## config.mk

```make
export PLATFORM = sky130hd
export DESIGN_NAME = seg7_scan_ctrl
export DESIGN_NICKNAME = d
export VERILOG_FILES = /design/src/rtl/seg7_pkg.sv /design/src/rtl/seg7_decode.sv /design/src/rtl/seg7_scan_ctrl.sv
export SDC_FILE = /design/constraint.sdc
export NUM_CORES = 1
export LEC_CHECK = 0
export ABC_AREA = 1
export CORE_ASPECT_RATIO = 0.8
export CORE_MARGIN = 2
export CORE_UTILIZATION = 55
export DETAILED_ROUTE_END_ITERATION = 12
export PLACE_DENSITY = 0.88
export RECOVER_POWER = 100
export SYNTH_ARGS = -nofsm -noshare
export SYNTH_HDL_FRONTEND = slang
export SYNTH_SLANG_ARGS = --single-unit
export TNS_END_PERCENT = 1
```

## constraint.sdc

```tcl
create_clock -name clk -period 2 [get_ports clk]
set_input_delay 0.2 -clock clk [delete_from_list [all_inputs] [get_ports clk]]
set_output_delay 0.2 -clock clk [all_outputs]
set_load 0.05 [all_outputs]
```

## src/rtl/seg7_pkg.sv

```systemverilog
// ============================================================================
// seg7_pkg : shared widths, segment encodings and slot phase type
// Revision : 1.0
// ============================================================================
`default_nettype none

package seg7_pkg;

  localparam int SEG_W = 7;
  localparam int BCD_W = 4;

  // Segment order {a,b,c,d,e,f,g}, a = bit 6, active-high
  localparam logic [SEG_W-1:0] SEG_BLANK = 7'b0000000;
  localparam logic [SEG_W-1:0] SEG_0     = 7'b1111110;
  localparam logic [SEG_W-1:0] SEG_1     = 7'b0110000;
  localparam logic [SEG_W-1:0] SEG_2     = 7'b1101101;
  localparam logic [SEG_W-1:0] SEG_3     = 7'b1111001;
  localparam logic [SEG_W-1:0] SEG_4     = 7'b0110011;
  localparam logic [SEG_W-1:0] SEG_5     = 7'b1011011;
  localparam logic [SEG_W-1:0] SEG_6     = 7'b1011111;
  localparam logic [SEG_W-1:0] SEG_7     = 7'b1110000;
  localparam logic [SEG_W-1:0] SEG_8     = 7'b1111111;
  localparam logic [SEG_W-1:0] SEG_9     = 7'b1111011;

  typedef enum logic {
    PH_BLANK = 1'b0,
    PH_DRIVE = 1'b1
  } phase_e;

endpackage

`default_nettype wire

```

## src/rtl/seg7_decode.sv

```systemverilog
// ============================================================================
// seg7_decode : combinational BCD digit to 7-segment decoder
// Revision    : 1.0
// ============================================================================
`default_nettype none

module seg7_decode
  import seg7_pkg::*;
(
  input  logic [BCD_W-1:0] digit,
  output logic [SEG_W-1:0] seg
);

  // Codes 10..15 render as blank rather than hex glyphs
  always_comb begin
    seg = SEG_BLANK;
    case (digit)
      4'd0:    seg = SEG_0;
      4'd1:    seg = SEG_1;
      4'd2:    seg = SEG_2;
      4'd3:    seg = SEG_3;
      4'd4:    seg = SEG_4;
      4'd5:    seg = SEG_5;
      4'd6:    seg = SEG_6;
      4'd7:    seg = SEG_7;
      4'd8:    seg = SEG_8;
      4'd9:    seg = SEG_9;
      default: seg = SEG_BLANK;
    endcase
  end

endmodule

`default_nettype wire

```

## src/rtl/seg7_scan_ctrl.sv

```systemverilog
// ============================================================================
// seg7_scan_ctrl : multiplexed 7-segment scan controller with frame-atomic load
//                  optional macro SEG7_LEADING_ZERO_BLANK_EN blanks leading zeros
// Revision       : 1.0
// ============================================================================
`default_nettype none

module seg7_scan_ctrl
  import seg7_pkg::*;
#(
  parameter int NUM_DIGITS   = 4,
  parameter int REFRESH_DIV  = 50000,
  parameter int BLANK_CYCLES = 2
) (
  input  logic                        clk,
  input  logic                        rst,
  input  logic                        load_valid,
  output logic                        load_ready,
  input  logic [BCD_W*NUM_DIGITS-1:0] bcd_in,
  output logic [SEG_W-1:0]            seg,
  output logic [NUM_DIGITS-1:0]       an,
  output logic                        frame_tick
);

  localparam int CNT_W   = (REFRESH_DIV > 1) ? $clog2(REFRESH_DIV) : 1;
  localparam int IDX_W   = $clog2(NUM_DIGITS);
  localparam int FRAME_W = BCD_W * NUM_DIGITS;

  localparam logic [CNT_W-1:0] CNT_LAST = CNT_W'(REFRESH_DIV - 1);
  localparam logic [IDX_W-1:0] IDX_LAST = IDX_W'(NUM_DIGITS - 1);

  logic [CNT_W-1:0]      r_cnt;
  logic [IDX_W-1:0]      r_idx;
  logic [FRAME_W-1:0]    r_disp;
  logic [FRAME_W-1:0]    r_pend;
  logic                  r_pend_full;

  phase_e                w_phase;
  logic                  w_slot_end;
  logic                  w_boundary;
  logic                  w_accept;
  logic [BCD_W-1:0]      w_digits [NUM_DIGITS];
  logic [BCD_W-1:0]      w_digit;
  logic [SEG_W-1:0]      w_dec_seg;
  logic                  w_digit_blank;
  logic [NUM_DIGITS-1:0] w_onehot;

  generate
    for (genvar g = 0; g < NUM_DIGITS; g++) begin : g_digit
      assign w_digits[g] = r_disp[g*BCD_W +: BCD_W];
    end

    if (BLANK_CYCLES == 0) begin : g_no_blank
      assign w_phase = PH_DRIVE;
    end else begin : g_blank
      assign w_phase = (r_cnt < CNT_W'(BLANK_CYCLES)) ? PH_BLANK : PH_DRIVE;
    end
  endgenerate

  assign w_digit    = w_digits[r_idx];
  assign w_onehot   = NUM_DIGITS'(1) << r_idx;
  assign w_slot_end = (r_cnt == CNT_LAST);
  assign w_boundary = w_slot_end && (r_idx == IDX_LAST);
  assign w_accept   = load_valid && !r_pend_full;
  assign load_ready = !r_pend_full;

`ifdef SEG7_LEADING_ZERO_BLANK_EN
  logic [NUM_DIGITS-1:0] w_lz;
  logic                  w_zero_run;

  // Walk down from the top digit; digit 0 always stays visible
  always_comb begin
    w_lz       = '0;
    w_zero_run = 1'b1;
    for (int k = NUM_DIGITS - 1; k >= 1; k--) begin
      w_zero_run = w_zero_run && (w_digits[k] == '0);
      w_lz[k]    = w_zero_run;
    end
  end

  assign w_digit_blank = w_lz[r_idx];
`else
  assign w_digit_blank = 1'b0;
`endif

  seg7_decode u_decode (
    .digit (w_digit),
    .seg   (w_dec_seg)
  );

  always_ff @(posedge clk or posedge rst) begin
    if (rst) begin
      r_cnt <= '0;
      r_idx <= '0;
    end else if (w_slot_end) begin
      r_cnt <= '0;
      r_idx <= (r_idx == IDX_LAST) ? '0 : r_idx + 1'b1;
    end else begin
      r_cnt <= r_cnt + 1'b1;
    end
  end

  // Display only changes at a frame boundary, so a frame is never torn
  always_ff @(posedge clk or posedge rst) begin
    if (rst) begin
      r_disp      <= '0;
      r_pend      <= '0;
      r_pend_full <= 1'b0;
    end else if (w_boundary && r_pend_full) begin
      r_disp      <= r_pend;
      r_pend_full <= 1'b0;
    end else if (w_boundary && w_accept) begin
      r_disp      <= bcd_in;
    end else if (w_accept) begin
      r_pend      <= bcd_in;
      r_pend_full <= 1'b1;
    end
  end

  always_ff @(posedge clk or posedge rst) begin
    if (rst) begin
      seg        <= SEG_BLANK;
      an         <= '0;
      frame_tick <= 1'b0;
    end else begin
      frame_tick <= w_boundary;
      if (w_phase == PH_DRIVE) begin
        an  <= w_onehot;
        seg <= w_digit_blank ? SEG_BLANK : w_dec_seg;
      end else begin
        an  <= '0;
        seg <= SEG_BLANK;
      end
    end
  end

endmodule

`default_nettype wire

```

==> Word level (Yosys, flattened, before mapping) <==
Memories as Yosys holds them, arrays and structs flattened.
Cells that the tools add are included.
{ "word_totals": {"romBits": 112, "n_memories": 1, "register_bits": 63, "output_inout_bits": 13, "elab_cells": 41} }
{ "memory_table": {"columns": ["name", "depth", "word_bits", "rd", "rd_clocked_by_memory_dff", "write_ports", "line", "rtl"], "rows": [
  ["(no name shown)", 16, 7, 1, 0, 0, "seg7_decode.sv:17", "case (digit)"]
]} }
{ "classes": {"n_reduce_logical": 9, "n_eq_ne": 3, "addsub": 2, "n_mux": 12, "n_bitwise": 3, "order_cmp": 2, "shift": 1} }
{ "op_table": {"columns": ["op", "count"], "rows": [
  ["16-bit two-way mux", 3],
  ["16-bit by 1-bit adder with 16-bit output, second input constant", 1],
  ["16-bit equality test, second input constant", 1],
  ["16-bit by 2-bit < comparator with 1-bit output, second input constant", 1],
  ["4-bit two-way mux", 3],
  ["4-bit binary-select mux with 2-bit select", 1],
  ["7-bit two-way mux", 1],
  ["1-bit logical AND", 4],
  ["2-bit nonzero test", 2],
  ["1-bit by 2-bit << shifter with 4-bit output, first input constant", 1],
  ["3-bit >= comparator, second input constant", 1],
  ["1-bit two-way mux", 3],
  ["2-bit NOT with 3-bit output", 1],
  ["3-bit AND reduction", 1],
  ["2-bit by 1-bit adder with 2-bit output, second input constant", 1],
  ["2-bit equality test, second input constant", 1],
  ["2-bit two-way mux", 1],
  ["2-bit != test, second input constant", 1],
  ["1-bit NOT", 2],
  ["2-bit AND reduction", 1],
  ["1-bit zero test", 1]
]} }

==> Depth between registers and ports, before layout <==
Gate-level depths: netlist of the first run.
An unclocked memory read counts as a cell.
{ "depth": {"word_depth": 6, "mapped_depth": 13, "depth_no_buf": 11} }

==> Cells and area by module <==
A second synthesis of the first run with hierarchy kept.
{ "unflattened": {"hier_cells": 436, "area_unflattened_um2": 3348.2} }
{ "modules_own_cells": {"columns": ["mod", "area_per_inst_um2", "n_inst", "cells_each"], "rows": [
  ["seg7_scan_ctrl", 3138.0, 1, 397],
  ["seg7_decode", 210.2, 1, 39]
]} }

==> Least setup slack after synthesis of the first run <==
No wires, ideal clock.
{ "synth_path": {"kind": "reg2reg", "from": "register r_idx[0]", "to": "register seg[3]", "slack_ns": 0.365, "setup_time_ns": 0.073, "t_arrival_ns": 1.562, "required_ns": 1.927, "n_path_buf": 2, "stages_incl_launch_ff": 12, "path_cell_list": "dfrtp_1 > buf_2 > inv_1 > buf_2 > nand2_1 > nand3_1 > nand2_1 > ha_1 > inv_1 > nor2_1 > nor2_1 > nor2_1"} }
{ "synth_between": {"elab_chain_cells": 6} }
{ "synth_rtl": {"columns": ["element", "line", "rtl"], "rows": [
  ["from (decl)", "seg7_scan_ctrl.sv:33", "logic [IDX_W-1:0] r_idx;"],
  ["from (signal assigned)", "seg7_scan_ctrl.sv:97", "r_idx <= (r_idx == IDX_LAST) ? '0 : r_idx + 1'b1;"],
  ["2-bit NOT with 3-bit output (implied by the code)", "seg7_scan_ctrl.sv:60", "assign w_digit = w_digits[r_idx];"],
  ["4-bit binary-select mux with 2-bit select", "seg7_scan_ctrl.sv:60", null],
  ["4-bit two-way mux (implied by the code) (2 in a row)", "seg7_scan_ctrl.sv:60", null],
  ["memory read 16 x 7 bit", null, null],
  ["7-bit two-way mux", "seg7_scan_ctrl.sv:127", "if (w_phase == PH_DRIVE) begin"],
  ["to (signal assigned)", "seg7_scan_ctrl.sv:129", "seg <= w_digit_blank ? SEG_BLANK : w_dec_seg;"],
  ["to (decl)", "seg7_scan_ctrl.sv:20", "output logic [SEG_W-1:0] seg,"]
]} }
No other way between the ends. The select of a mux whose other input is x is not followed.
A chain may end at the register's enable or synchronous reset.

==> Final worst setup path of the first run <==
{ "layout_path": {"from": "register r_pend_full", "to": "output load_ready"} }
{ "layout_between": {"elab_chain_cells": 1} }
{ "layout_rtl": {"columns": ["element", "line", "rtl"], "rows": [
  ["from (decl)", "seg7_scan_ctrl.sv:36", "logic r_pend_full;"],
  ["from (signal assigned)", "seg7_scan_ctrl.sv:108", "r_pend_full <= 1'b0;"],
  ["from (signal assigned)", "seg7_scan_ctrl.sv:111", "r_pend_full <= 1'b0;"],
  ["from (signal assigned)", "seg7_scan_ctrl.sv:116", "r_pend_full <= 1'b1;"],
  ["1-bit zero test", "seg7_scan_ctrl.sv:65", "assign load_ready = !r_pend_full;"],
  ["to (decl)", "seg7_scan_ctrl.sv:18", "output logic load_ready,"]
]} }
No other way between the ends.

==> metrics.yaml, run 1 <==
ys_seq_area_share_pct: 48.9
globalRouteTotalUtil_pct: 23.3
numCtsBuffers: 9
grt_overflow: 0
drc: 0
cts-hold-fix-buffers: 0
holdWs_ns: 0.438
dieArea_sq_um: 6500
drt_pre_antenna_iters: 4
grt_pass1_wl_um: 11500
n_antenna_cell: 0
critPathCaptureType: "primary output"
slew_headroom_pct: 10.6
critPathLaunchType: "flop"
die_h_um: 72.5
dp_worst_setup_slack_ns: 0.115
syn_inst: 433
core-area_sq_um: 5560
setup_viol: 0
drv_cap: 0
num_vias: 2768
outcome: "finished, final reports clean"
syn_nets: 462
clock.fmax_mhz: 534
yosys.area_share.xor_xnor_pct: 1.90
cts_tree: "done"
start_util_pct: 58.0
synth_cell_types: 26
clock_path_buffers: 2
p_leak_uw: 0.00206
rsz0062_at_grt: "false"
criticalPathCategory: "reg -> out"
cts.sinks: 63
wl_per_cell_um: 11.9
arrival_ns: 1.67
ioPinCount: 32
clk_pin_slew_worst_paths_ns: 0.07
layout_common_cells: "nand2_1, nor2_1, dfrtp_1, inv_1, nand3_1"
tightest_slew_ns: 1.34
synth-simple-area-share_pct: 35.9
ys_warn_count: 0
die_w_um: 89.6
final_common_cell: "nand2_1"
period_minus_slack_ns: 1.87
root_buffer: "clkbuf_8"
drive_gt1_share_pct: 7.34
vdd_drop_max_v: 0.000417
synth_compound_area_share_pct: 1.79
finalSetupTns_ns: 0
synth_top_family_by_area: "simple AND/OR/NAND/NOR gates"
drv_slew: 0
syn_avg_cell_area_sq_um: 7.45
clk_latency_ns: 0.34
htreeDepth: 3
required_ns: 1.80
final_core_util_pct: 69.3
ant_nets: 0
wl_um: 6600
finalClockSkew_ns: 0.0108
ys_seq_elements: 63
antenna_found_initial: 0
fillers: 454
syn2layout_area_growth_pct: 19.3
drt-initial-drc-count: 187
dp_hpwl_um: 4560
fin_ws_ns: 0.126
grt_max_degree: 64
crit_fanout: 3
vias_per_cell: 4.99
synthAdderAreaFrac_pct: 3.88
power-per-cell-area_nw_per_um2: 680
synthMuxAreaShare_pct: 0
place_congestion: 0.903
rows: 24
synthesis.area_sq_um: 3220
hold_class: "in -> reg"
hold_viol: 0
io_buffers: 31
grt_pass1_vias: 2609
fin_crit_sh_pct: 93.7
fin_nets: 501
==> cell usage after synthesis <==
| library cell | number | share of area, % |
|---|---|---|
| nor3_1 | 4 | 0.62 |
| xnor2_1 | 1 | 0.27 |
| nand2_1 | 154 | 18 |
| buf_2 | 6 | 0.93 |
| a21oi_1 | 6 | 0.93 |
| ha_1 | 10 | 3.9 |
| o21ai_0 | 4 | 0.62 |
| nor2_1 | 74 | 8.6 |
| dfrtp_1 | 63 | 49 |
| buf_6 | 1 | 0.35 |
| clkinv_1 | 1 | 0.12 |
| nand4_2 | 1 | 0.39 |
| o211ai_1 | 1 | 0.23 |
| clkinv_2 | 1 | 0.16 |
| nand2_4 | 2 | 0.70 |
| nor2_4 | 1 | 0.35 |
| xor2_1 | 6 | 1.6 |
| nand3_1 | 37 | 5.7 |
| clkbuf_1 | 4 | 0.47 |
| nand4_1 | 3 | 0.58 |
| inv_2 | 2 | 0.23 |
| nor2_2 | 1 | 0.19 |
| inv_1 | 46 | 5.4 |
| nand2_2 | 2 | 0.39 |
| nand3b_1 | 1 | 0.23 |
| and3_1 | 1 | 0.19 |
==> registers in the layout, summed over array words and instances (netlist names) <==
signal / flops
seg: 7
r_pend_full: 1
r_disp: 16
r_cnt: 16
r_pend: 16
an: 4
r_idx: 2
frame_tick: 1
==> power by group <==
group          internal (uW)  leakage (uW)  switching [uW]
Combinational           61.3       0.00115            69.8
Clock                    674      0.000109             476
Sequential              1310      0.000801            22.9
Total                   2050       0.00206             568
==> layer usage <==
metal  global-route usage (%)  part of all wire (%)  up-vias
met4                     7.30                   1.1        0
met5                        0                     0        -
met1                     31.5                    48     1263
li1                         -                     -     1406
met3                     8.19                   5.9        7
met2                     35.3                    45       92
==> critical path, cell delays in order (launching register included) <==
cell             delay, ns
dfrtp_1               0.40
clkinv_1              0.12
clkdlybuf4s50_1       0.82
==> final cells by class <==
type / instances / area, sq um / area share [%]
inverter: 50 / 193 / 5.01
multi-input combinational: 309 / 1400 / 36.5
clock inverter: 3 / 40.0 / 1.04
timing repair buffer: 39 / 368 / 9.56
sequential: 63 / 1580 / 41.0
clock buffer: 13 / 169 / 4.39
tap: 78 / 97.6 / 2.54
==> final timing paths <==
| kind | start | to | slack, ns | cells past startpoint |
|---|---|---|---|---|
| hold reg to reg | r_cnt[0]$_DFF_PP0_ | r_cnt[0]$_DFF_PP0_ | 0.47 | 1 |
| setup reg to reg | r_idx[0]$_DFFE_PP0N_ | seg[2]$_DFF_PP0_ | 0.20 | 10 |
| setup / recovery | r_pend_full$_DFFE_PP0P_ | load_ready | 0.13 | 2 |
| max in group asynchronous | rst | r_idx[0]$_DFFE_PP0N_ | 0.50 | 3 |
| min in group asynchronous | rst | r_pend[6]$_DFFE_PP0P_ | 0.62 | 3 |
| hold / removal | bcd_in[14] | r_pend[14]$_DFFE_PP0P_ | 0.44 | 3 |
==> timing repair <==
item	in CTS	in global routing
setup buffers	0	3
gates resized for setup	0	2
setup endpoints to repair	0	7
==> cells by family after synthesis <==
group           after synthesis
buf+inv                      61
compound gates               11
flops                        63
xor+xnor                      7
simple gates                281
fa+ha+maj                    10
==> per-stage QoR <==
stage          instances  power (uW)  cell area, sq um
2_1_floorplan        433        1430              3220
3_3_place_gp         536        1490              3630
3_5_place_dp         536        1490              3630
4_1_cts              552        2630              3830
5_1_grt              555        2720              3850
6_report             555        2620              3850
(Power assumes the default switching activity.)
==> inputs of run 2 (changes only) <==
--- a/config.mk
+++ b/config.mk
@@ -6,11 +6,11 @@
 export NUM_CORES = 1
 export LEC_CHECK = 0
 export ABC_AREA = 1
-export CORE_ASPECT_RATIO = 0.8
+export CORE_ASPECT_RATIO = 1.4
 export CORE_MARGIN = 2
-export CORE_UTILIZATION = 55
+export CORE_UTILIZATION = 50
 export DETAILED_ROUTE_END_ITERATION = 12
-export PLACE_DENSITY = 0.88
+export PLACE_DENSITY = 0.82
 export RECOVER_POWER = 100
 export SYNTH_ARGS = -nofsm -noshare
 export SYNTH_HDL_FRONTEND = slang
==> constraint.sdc (replaced) <==
create_clock -name clk -period 2.3 [get_ports clk]
set_input_delay 0.23 -clock clk [delete_from_list [all_inputs] [get_ports clk]]
set_output_delay 0.23 -clock clk [all_outputs]
set_load 0.05 [all_outputs]
==> metrics.yaml, run 2 (synthesis results as in run 1) <==
p_leak_uw: 0.00206  # about the same
core-area_sq_um: 6210  # +12%
setup_viol: 0  # unchanged
multiInputGateArea_sq_um: 1380  # -1.5%
required_ns: 2.07  # +0.27 ns
drv_slew: 0  # unchanged
ant_nets: 0  # unchanged
wl_per_cell_um: 11.9  # about the same
drv_cap: 0  # unchanged
die_w_um: 71.9  # -20%
postCtsSetupBuffers: 0  # unchanged
drive_gt1_share_pct: 5.47  # -1.9 points
ctsResizeCount: 0  # unchanged
dp.cells: 531  # -0.93%
grt_max_degree: 33  # -48%
place_congestion: 0.871  # -3.5%
htreeDepth: 3  # unchanged
clock.fmax_mhz: 511
p_sw_uw: 523  # -7.9%
rows: 34  # +42%
grt_overflow: 0  # unchanged
syn2layout_area_growth_pct: 18.5
hold_viol: 0  # unchanged
slew_headroom_pct: 32.3  # +22 points
fillers: 513  # +13%
layout_common_cells: "nand2_1, nor2_1, dfrtp_1, inv_1, nand3_1"
vdd_drop_max_v: 0.000423  # +1.5%
outcome: "finished, final reports clean"
numCtsBuffers: 9  # unchanged
drc: 0  # unchanged
period_minus_slack_ns: 1.96
switching_share_pct: 21.6  # -0.086 points
dp_hpwl_um: 4700  # +3.1%
num_vias: 2709  # -2.1%
drt-initial-drc-count: 221  # +18%
power-per-cell-area_nw_per_um2: 633  # -7.0%
final_common_cell: "nand2_1"
n_antenna_cell: 0  # unchanged
power.internal_uw: 1890  # -7.5%
final_cells: 547  # -1.4%
fin_crit_sh_pct: 85.2
seqCellArea_sq_um: 1580  # about the same
tightest_slew_ns: 1.01  # -0.327 ns
globalRouteTotalUtil_pct: 20.5  # -2.8 points
clk_pin_slew_worst_paths_ns: 0.07  # about the same
antenna_found_initial: 0  # unchanged
io_buffers: 31  # unchanged
crit_fanout: 3  # unchanged
start_util_pct: 51.9  # -6.1 points
finalClockSkew_ns: 0.0117  # +0.000917 ns
ioPinCount: 32  # unchanged
wl_um: 6510  # -1.4%
power.share.clock_pct: 47.2  # +3.3 points
hold_class: "in -> reg"
grt_pass1_wl_um: 11400  # -0.84%
root_buffer: "clkbuf_8"
p_comb_share_pct: 4.8  # -0.2 points
vias_per_cell: 4.95  # -0.70%
critPathCaptureType: "primary output"
clk_latency_ns: 0.35  # about the same
die_h_um: 99.0  # +37%
critPathLaunchType: "flop"
dieArea_sq_um: 7120  # +9.6%
seq_power_share_pct: 48.0  # -3.0 points
fin_nets: 499  # -0.40%
rsz0062_at_grt: "false"
drt_pre_antenna_iters: 4  # unchanged
criticalPathCategory: "reg -> out"
cts.sinks: 63  # unchanged
clock_path_buffers: 2  # unchanged
arrival_ns: 1.73  # +0.06 ns
finalSetupTns_ns: 0  # unchanged
cts_tree: "done"
cts-hold-fix-buffers: 0  # unchanged
largest_registers: "r_cnt x16, r_disp x16, r_pend x16"
grt_pass1_vias: 2655  # +1.8%
==> run 2: power by group through the flow <==
stage | combinational, uW | clock, uW | sequential [uW]
after global routing | 136 | 1210 | 1160
final | 117 | 1140 | 1160
after floorplan | 66.3 | 0 | 1170
after detailed placement | 121 | 0 | 1180
after global placement | 114 | 0 | 1180
after CTS | 122 | 1160 | 1160
==> run 2: area by class of cell <==
class                      instances  area share, %
multi-input combinational        309           36.1
tap                               72           2.36
timing repair buffer              37           9.00
clock inverter                     4           2.00
clock buffer                      12           4.32
inverter                          50           4.94
sequential                        63           41.2
==> run 2: final timing paths <==
path	startpoint	end	slack (ns)	depth (start not counted)
max in group asynchronous	rst	r_pend[4]$_DFFE_PP0P_	0.55	3
setup / recovery	r_pend_full$_DFFE_PP0P_	load_ready	0.34	2
setup reg to reg	r_cnt[13]$_DFF_PP0_	r_pend[8]$_DFFE_PP0P_	0.35	9
min in group asynchronous	rst	r_disp[6]$_DFFE_PP0P_	0.58	2
hold / removal	bcd_in[5]	r_pend[5]$_DFFE_PP0P_	0.47	3
hold reg to reg	r_cnt[0]$_DFF_PP0_	r_cnt[0]$_DFF_PP0_	0.47	1
==> run 2: metal layers <==
layer	GRT usage [%]	vias to the layer above	share of wire, %
li1	-	1394	-
met1	24.0	1226	42
met2	35.4	80	52
met3	4.29	9	4.7
met4	9.58	0	2.0
met5	0	-	0
==> run 2: worst max-delay path, cell delays in order (launching register included) <==
cell,delay (ns)
dfrtp_1,0.40
clkinv_1,0.10
dlygate4sd3_1,0.88
==> run 2: metrics by stage <==
| step | instance area [sq um] | setup WS, ns | util (%) | hold WS, ns | total power [uW] |
|---|---|---|---|---|---|
| finish | 3820 | 0.341 | 61.5 | 0.473 | 2420 |
| global route | 3820 | 0.123 | 61.5 | 0.483 | 2500 |
| CTS | 3850 | 0.368 | 62.1 | 0.280 | 2440 |
| detailed placement | 3610 | 0.470 | 58.2 | 0.460 | 1300 |
| global placement | 3610 | 0.512 | 58.2 | 0.443 | 1290 |
| floorplan | 3220 | 0.500 | - | 0.375 | 1240 |
==> inputs of run 3 (changes only) <==
--- a/config.mk
+++ b/config.mk
@@ -7,7 +7,7 @@
 export LEC_CHECK = 0
 export ABC_AREA = 1
 export CORE_ASPECT_RATIO = 1.4
-export CORE_MARGIN = 2
+export CORE_MARGIN = 1.5
 export CORE_UTILIZATION = 50
 export DETAILED_ROUTE_END_ITERATION = 12
 export PLACE_DENSITY = 0.82
==> metrics.yaml, run 3 (synthesis results as in run 1) <==
hold_viol: 0  # unchanged
drc: 0  # unchanged
root_buffer: "clkbuf_8"
die_w_um: 70.9  # -1.4%
p_leak_uw: 0.00205  # -0.54%
slew_headroom_pct: 0.152  # -32 points
postCtsSetupBuffers: 0  # unchanged
die_h_um: 98.0  # -1.0%
ctsResizeCount: 0  # unchanged
cts.sinks: 63  # unchanged
antenna_found_initial: 0  # unchanged
rows: 34  # unchanged
outcome: "complete, but fails checks"
largest_registers: "r_cnt x16, r_disp x16, r_pend x16"
globalRouteTotalUtil_pct: 20.4  # -0.12 points
cpMaxStageDelayCell: "dlygate4sd3_1"
fin_crit_sh_pct: 85.2  # about the same
p_sw_uw: 507  # -3.1%
finalClockSkew_ns: 0.0117  # +0.0000481 ns
place_area_sq_um: 3610  # about the same
power.share.clock_pct: 44.7  # -2.5 points
dp_hpwl_um: 4520  # -3.9%
cp_cell_sequence: "clkinv_1 -> dlygate4sd3_1"
power-per-cell-area_nw_per_um2: 605  # -4.3%
vdd_drop_max_v: 0.000341  # -19%
power.internal_uw: 1800  # -5.2%
switching_share_pct: 22.0  # +0.38 points
syn2layout_area_growth_pct: 17.9
rsz0062_at_grt: "false"
cts-hold-fix-buffers: 0  # unchanged
p_comb_share_pct: 4.9  # about the same
cts_tree: "done"
arrival_ns: 1.73  # about the same
final_cells: 545  # -0.37%
cpPeakStageDelay_ns: 0.88  # about the same
fin_nets: 497  # -0.40%
final_core_util_pct: 61.2  # -0.32 points
met3_usage_pct: 2.99  # -1.3 points
ioPinCount: 32  # unchanged
drv_slew: 0  # unchanged
criticalPathCategory: "reg -> out"
drt-initial-drc-count: 175  # -21%
seq_power_share_pct: 50.4  # +2.4 points
grt_overflow: 0  # unchanged
clock.fmax_mhz: 510  # about the same
dp.cells: 529  # -0.38%
setup_viol: 0  # unchanged
start_util_pct: 51.9  # unchanged
numCtsBuffers: 9  # unchanged
finalSetupTns_ns: 0  # unchanged
clk_pin_slew_worst_paths_ns: 0.08  # about the same
final_common_cell: "nand2_1"
io_buffers: 31  # unchanged
critPathLaunchType: "flop"
n_antenna_cell: 0  # unchanged
tightest_slew_ns: 1.50  # +0.484 ns
clk_latency_ns: 0.35  # about the same
hold_class: "in -> reg"
vias_per_cell: 4.99  # +0.66%
violations: "max-capacitance violations"
wl_per_cell_um: 11.9  # -0.31%
grt_util_met2_pct: 35.9  # +0.47 points
htreeDepth: 3  # unchanged
drt_pre_antenna_iters: 4  # unchanged
period_minus_slack_ns: 1.96  # +0.00179 ns
wl_um: 6460  # -0.68%
grt_pass1_wl_um: 11400  # -0.42%
dieArea_sq_um: 6950  # -2.4%
grt_max_degree: 64  # +94%
critPathCaptureType: "primary output"
fin_area_sq_um: 3800  # -0.52%
num_vias: 2717  # +0.30%
drive_gt1_share_pct: 5.92  # +0.45 points
core-area_sq_um: 6210  # unchanged
grt_use_met1_pct: 23.5  # -0.57 points
crit_fanout: 3  # unchanged
ant_nets: 0  # unchanged
busiest_layer: "met2"
clock_path_buffers: 2  # unchanged
place_congestion: 0.847  # -2.8%
drv_cap: 1  # +1
required_ns: 2.07  # about the same
grt_pass1_vias: 2664  # +0.34%
layout_common_cells: "nand2_1, nor2_1, dfrtp_1, inv_1, nand3_1"
[run 3: cell type report]
class / instances / area [sq um]
clock inverters: 7 / 87.6
fillers: 552 / 2410
clock buffers: 9 / 124
well taps: 72 / 90.1
flip-flops and latches: 63 / 1580
repair buffers: 35 / 338
multi-input cells: 309 / 1400
inverters: 50 / 189
[run 3: layer usage]
| layer | part of all wire [%] | wire length (um) |
|---|---|---|
| met1 | 44 | 2840 |
| met2 | 51 | 3300 |
| met3 | 2.8 | 183 |
| met4 | 2.2 | 141 |
| met5 | 0 | 0 |
[run 3: metrics by stage]
step	setup slack (ns)	hold WS, ns	total power, uW
6_report	0.340	0.469	2300
5_1_grt	0.189	0.493	2380
4_1_cts	0.385	0.282	2310
2_1_floorplan	0.500	0.375	1240
3_3_place_gp	0.507	0.443	1290
3_5_place_dp	0.471	0.459	1300
[run 3: path summary, 6_finish.rpt]
kind,startpoint,to,slack [ns],cells after the start
worst max register to register,r_cnt[10]$_DFF_PP0_,r_pend[4]$_DFFE_PP0P_,0.41,9
worst min register to register,r_pend[2]$_DFFE_PP0P_,r_pend[2]$_DFFE_PP0P_,0.48,2
worst max-delay path,r_pend_full$_DFFE_PP0P_,load_ready,0.34,2
worst min-delay path,bcd_in[13],r_pend[13]$_DFFE_PP0P_,0.47,3
min in group asynchronous,rst,r_pend[13]$_DFFE_PP0P_,0.85,3
max in group asynchronous,rst,seg[3]$_DFF_PP0_,0.56,3
[run 3: critical path: cells and delay by family (launching register included)]
| family | cells | cell delay [ns] |
|---|---|---|
| DFF | 1 | 0.41 |
| buffers and inverters | 2 | 0.99 |
[run 3: power groups by stage]
stage / Combinational (uW) / Clock (uW) / Sequential [uW]
floorplan: 66.3 / 0 / 1170
global route: 132 / 1090 / 1160
global placement: 114 / 0 / 1180
CTS: 119 / 1030 / 1160
finish: 112 / 1030 / 1160
detailed placement: 119 / 0 / 1180
